### config.mk
export PLATFORM = sky130hd
export DESIGN_NAME = fifo_write_ctrl
export DESIGN_NICKNAME = d
export VERILOG_FILES = /design/src/rtl/fifo_write_ctrl.sv
export SDC_FILE = /design/constraint.sdc
export NUM_CORES = 1
export LEC_CHECK = 0
export CAP_MARGIN = 15
export CORE_ASPECT_RATIO = 0.7
export CORE_MARGIN = 2
export CORE_UTILIZATION = 47
export DETAILED_ROUTE_END_ITERATION = 6
export HOLD_SLACK_MARGIN = 0.08
export MAX_ROUTING_LAYER = met4
export PLACE_DENSITY = 0.76
export SLEW_MARGIN = 20
export SYNTH_ARGS = -nofsm -noshare
export SYNTH_HDL_FRONTEND = slang
export SYNTH_SLANG_ARGS = --single-unit
export TNS_END_PERCENT = 20
### constraint.sdc
create_clock -name i_clk -period 3.5 [get_ports i_clk]
set_input_delay 0.875 -clock i_clk [delete_from_list [all_inputs] [get_ports i_clk]]
set_output_delay 0.875 -clock i_clk [all_outputs]
set_load 0.01 [all_outputs]
### src/rtl/fifo_write_ctrl.sv
// Write-side controller for a synchronous FIFO: gates producer writes against
// full, registers the RAM write port and tracks occupancy plus sticky error flags.
module fifo_write_ctrl #(
  parameter int unsigned DATA_W   = 8,
  parameter int unsigned AW       = 4,
  parameter int unsigned AFULL_TH = 12
) (
  input  logic              i_clk,
  input  logic              i_rest,
  input  logic              i_flush,
  input  logic              i_wen,
  input  logic [DATA_W-1:0] i_wdata,
  input  logic              i_ren_ctrl,
  input  logic              i_clr_err,
  output logic              o_wen_ctrl,
  output logic [AW-1:0]     o_waddr,
  output logic [DATA_W-1:0] o_wdata,
  output logic              o_full,
  output logic              o_afull,
  output logic [AW:0]       o_count,
  output logic              o_overflow,
  output logic              o_underflow
);

  localparam logic [AW:0] C_DEPTH = {1'b1, {AW{1'b0}}};
  localparam logic [AW:0] C_AFULL = AFULL_TH[AW:0];

  typedef enum logic [1:0] {
    S_EMPTY = 2'd0,
    S_PART  = 2'd1,
    S_FULL  = 2'd2
  } state_t;

  state_t            r_state;
  state_t            w_state_nxt;
  logic [AW:0]       r_count;
  logic [AW:0]       w_count_nxt;
  logic [AW-1:0]     r_wptr;
  logic              r_wen;
  logic [AW-1:0]     r_waddr;
  logic [DATA_W-1:0] r_wdata;
  logic              r_ovf;
  logic              r_udf;
  logic              w_full;
  logic              w_wr_acc;
  logic              w_rd_acc;
  logic              w_ovf_set;
  logic              w_udf_set;

  assign w_full    = (r_state == S_FULL);
  assign w_wr_acc  = i_wen && !w_full && !i_flush;
  assign w_rd_acc  = i_ren_ctrl && (r_count != '0) && !i_flush;
  assign w_ovf_set = i_wen && w_full && !i_flush;
  assign w_udf_set = i_ren_ctrl && (r_count == '0) && !i_flush;

  always_comb begin
    w_count_nxt = r_count;
    if (i_flush) begin
      w_count_nxt = '0;
    end else begin
      case ({w_wr_acc, w_rd_acc})
        2'b10:   w_count_nxt = r_count + 1'b1;
        2'b01:   w_count_nxt = r_count - 1'b1;
        default: w_count_nxt = r_count;
      endcase
    end
  end

  always_comb begin
    w_state_nxt = r_state;
    if (i_flush) begin
      w_state_nxt = S_EMPTY;
    end else begin
      case (r_state)
        S_EMPTY: if (w_wr_acc) w_state_nxt = S_PART;
        S_PART: begin
          if (w_count_nxt == '0)          w_state_nxt = S_EMPTY;
          else if (w_count_nxt == C_DEPTH) w_state_nxt = S_FULL;
        end
        S_FULL:  if (w_rd_acc) w_state_nxt = S_PART;
        default: w_state_nxt = S_EMPTY;
      endcase
    end
  end

  always_ff @(posedge i_clk or negedge i_rest) begin
    if (!i_rest) begin
      r_state <= S_EMPTY;
      r_count <= '0;
      r_wptr  <= '0;
      r_wen   <= 1'b0;
      r_waddr <= '0;
      r_wdata <= '0;
      r_ovf   <= 1'b0;
      r_udf   <= 1'b0;
    end else begin
      r_state <= w_state_nxt;
      r_count <= w_count_nxt;
      r_wen   <= w_wr_acc;
      if (i_flush) begin
        r_wptr <= '0;
      end else if (w_wr_acc) begin
        r_waddr <= r_wptr;
        r_wdata <= i_wdata;
        r_wptr  <= r_wptr + 1'b1;
      end
      // A new error in the same cycle as a clear keeps the flag set.
      if (w_ovf_set)      r_ovf <= 1'b1;
      else if (i_clr_err) r_ovf <= 1'b0;
      if (w_udf_set)      r_udf <= 1'b1;
      else if (i_clr_err) r_udf <= 1'b0;
    end
  end

  always_ff @(posedge i_clk) begin
    if (i_rest) begin
      assert ((r_state == S_EMPTY && r_count == '0) ||
              (r_state == S_FULL  && r_count == C_DEPTH) ||
              (r_state == S_PART  && r_count != '0 && r_count < C_DEPTH));
    end
  end

  assign o_wen_ctrl  = r_wen;
  assign o_waddr     = r_waddr;
  assign o_wdata     = r_wdata;
  assign o_full      = w_full;
  assign o_afull     = (r_count >= C_AFULL);
  assign o_count     = r_count;
  assign o_overflow  = r_ovf;
  assign o_underflow = r_udf;

endmodule
==> impl_metrics.env <==
export IMPL_cp_end_kind="flop"
export IMPL_start_util=0.510
export IMPL_cts_tree="yes"
export IMPL_die_w_um=66.9
export IMPL_ys_warnings_count=0
export IMPL_wl_um=2670
export IMPL_finish_utilization=0.697
export IMPL_grt_ovfl_total=0
export IMPL_rsz0062_at_grt="false"
export IMPL_drive_gt1_frac=0.184
export IMPL_final_area_um2=1780
export IMPL_cts_max_level=1
export IMPL_finalSetupViolations=0
export IMPL_track_usage=0.195
export IMPL_grt_max_degree=27
export IMPL_p_per_area_nw_per_um2=443
export IMPL_synth_fp_nets=136
export IMPL_dpl_hpwl_um=1960
export IMPL_syn2layout_area_growth_pct=36.6
export IMPL_antenna_found_initial=0
export IMPL_dp_worst_setup_slack_ps=160
export IMPL_min_from="o_underflow"
export IMPL_fillCellCount=191
export IMPL_final_hold_viol_count=0
export IMPL_hold_class="reg -> reg"
export IMPL_port_buffers=35
export IMPL_tightest_slew_ps=418
export IMPL_io_pins=36
export IMPL_cp_max_fo=5
export IMPL_cts_buffer_depth=2
export IMPL_most_common_layout_cells="clkdlybuf4s50_1, dfrtp_1, nor2_1"
export IMPL_root_buffer="clkbuf_8"
export IMPL_first_pass_iters=4
export IMPL_clk_pin_slew_ps=90
export IMPL_min_to="o_underflow"
export IMPL_max_slew_margin=0.718
export IMPL_num_rows=15
export IMPL_post_route_min_period_ps=3060
export IMPL_grt_pass1_vias=922
export IMPL_crit_path_start="i_wen"
export IMPL_postCtsSetupBuffers=0
export IMPL_ant_nets=0
export IMPL_r2r_end="r_state[0]"
export IMPL_p_leak_nw=0.825
export IMPL_syn_avg_cell_area_um2=11.0
export IMPL_arrival_ps=3230
export IMPL_wl_per_cell_um=13.9
export IMPL_synth_cells=118
export IMPL_hold_depth=2
export IMPL_regArea_um2=651
export IMPL_start_kind="primary input"
export IMPL_num_antenna_cells=0
export IMPL_status="finished, final reports clean"
export IMPL_slew_viol_final=0
export IMPL_hold_buffers=0
export IMPL_whs_ps=503
export IMPL_cts_resized=0
export IMPL_skew_ps=5.88
export IMPL_timing_rr_start="o_count[1]"
export IMPL_synth_seq_cells=26
export IMPL_fin_nets=177
export IMPL_core_area_um2=2550
export IMPL_drt_iter0_markers=47
export IMPL_yosysSeqAreaShare=0.500
export IMPL_numCtsBuffers=3
export IMPL_die_h_um=48.0
export IMPL_min_period_over_period=0.874
export IMPL_fp_dieArea_um2=3220
export IMPL_clkSinkCount=26
export IMPL_peakVddDrop_v=0.000290
export IMPL_gp_congestion=0.975
export IMPL_vias_per_cell=5.18
export IMPL_setup_slack_ps=442
export IMPL_required_ps=3670
export IMPL_fin_setup_tns_ps=0
export IMPL_placed_cell_area_um2=1710
export IMPL_final_common_cell="clkdlybuf4s50_1"
export IMPL_clock_latency_ps=270
export IMPL_grt_pass1_wl_um=4230
export IMPL_synthDistinctLibCells=31
export IMPL_fmax_ghz=0.327
export IMPL_synth_area_um2=1300
export IMPL_r2r_setup_slack_ps=570
export IMPL_r2r_cells=12
export IMPL_drv_cap=0
export IMPL_critPathKind="in -> reg"
export IMPL_num_vias=994
export IMPL_drc=0
export IMPL_multi_input_comb_area_um2=589
==> worst max path at each step <==
| stage | end | slack [ps] | cells past startpoint |
|---|---|---|---|
| floorplan | r_state[0] | 450 | 13 |
| global placement | r_state[0] | 260 | 12 |
| detailed placement | r_state[0] | 160 | 12 |
| CTS | r_state[0] | 430 | 12 |
| global route | r_state[0] | 290 | 12 |
| finish | r_state[0] | 440 | 12 |
==> per-stage QoR <==
stage / std cells / power (mW)
2_1_floorplan: 118 / 0.452
3_3_place_gp: 188 / 0.545
3_5_place_dp: 188 / 0.549
4_1_cts: 192 / 0.797
5_1_grt: 192 / 0.830
6_report: 192 / 0.788
==> Yosys cell counts (all sizes together) <==
| cell type | n | area share |
|---|---|---|
| mux2i | 3 | 0.023 |
| mux2 | 12 | 0.10 |
| inv | 8 | 0.023 |
| dfrtp | 26 | 0.50 |
| o211ai | 1 | 0.0058 |
| nand2 | 4 | 0.012 |
| a21oi | 5 | 0.019 |
| a22oi | 1 | 0.0058 |
| and3b | 3 | 0.021 |
| o22ai | 1 | 0.0048 |
| ha | 4 | 0.038 |
| or3 | 1 | 0.0048 |
| nand2b | 2 | 0.012 |
| buf | 4 | 0.022 |
| o32ai | 1 | 0.0067 |
| nor2b | 6 | 0.029 |
| o41ai | 1 | 0.0067 |
| xor2 | 6 | 0.040 |
| a32oi | 2 | 0.013 |
| nor2 | 14 | 0.042 |
| nand3 | 4 | 0.015 |
| clkbuf | 1 | 0.0029 |
| o21ai | 3 | 0.012 |
| o31ai | 2 | 0.019 |
| nand4 | 1 | 0.0048 |
| a21o | 2 | 0.013 |
==> flip-flops by register name (all words and copies together), names as in the netlist <==
signal       flops
o_underflow      1
o_waddr          4
o_wdata          8
r_state          2
o_overflow       1
r_wptr           4
o_count          5
o_wen_ctrl       1
==> metal layers <==
metal	GRT usage	vias to the layer above	part of all wire
met5	-	-	0
met4	0.0612	0	0.011
met3	0.0565	4	0.052
met2	0.302	29	0.46
met1	0.251	474	0.48
li1	-	487	-
==> where the power goes <==
part	internal (mW)	switching, mW
Combinational	0.107	0.0822
Clock	0.153	0.0915
Sequential	0.330	0.0249
Total	0.589	0.199
==> area by class of cell <==
type                       count  area share
timing repair buffer          41       0.222
inverter                       8      0.0169
multi-input combinational     79       0.331
sequential                    26       0.366
clock buffer                   3      0.0232
tap                           34      0.0239
clock inverter                 1      0.0169
==> kinds of logic (layout without fill, tap and decap cells) <==
logic type | count (synthesis) | count (layout) | synth area share
AND/OR/NAND/NOR | 35 | 35 | 0.140
XOR/XNOR | 6 | 6 | 0.0403
multiplexers | 15 | 15 | 0.127
buffers and inverters | 13 | 53 | 0.0480
adder cells (fa/ha/maj) | 4 | 4 | 0.0384
flip-flops | 26 | 26 | 0.500
AO/OA/AOI/OAI | 19 | 19 | 0.107
==> critical path: stages <==
cell             delay (ps)
clkdlybuf4s50_1         490
nand2_1                 140
nor2_2                  140
inv_1                    70
ha_1                    210
xor2_1                  150
ha_1                    220
a21oi_1                 160
mux2i_1                 230
xor2_1                  200
nand4_1                 150
and3b_1                 200
No activity file was read; power rests on OpenSTA's default activity.
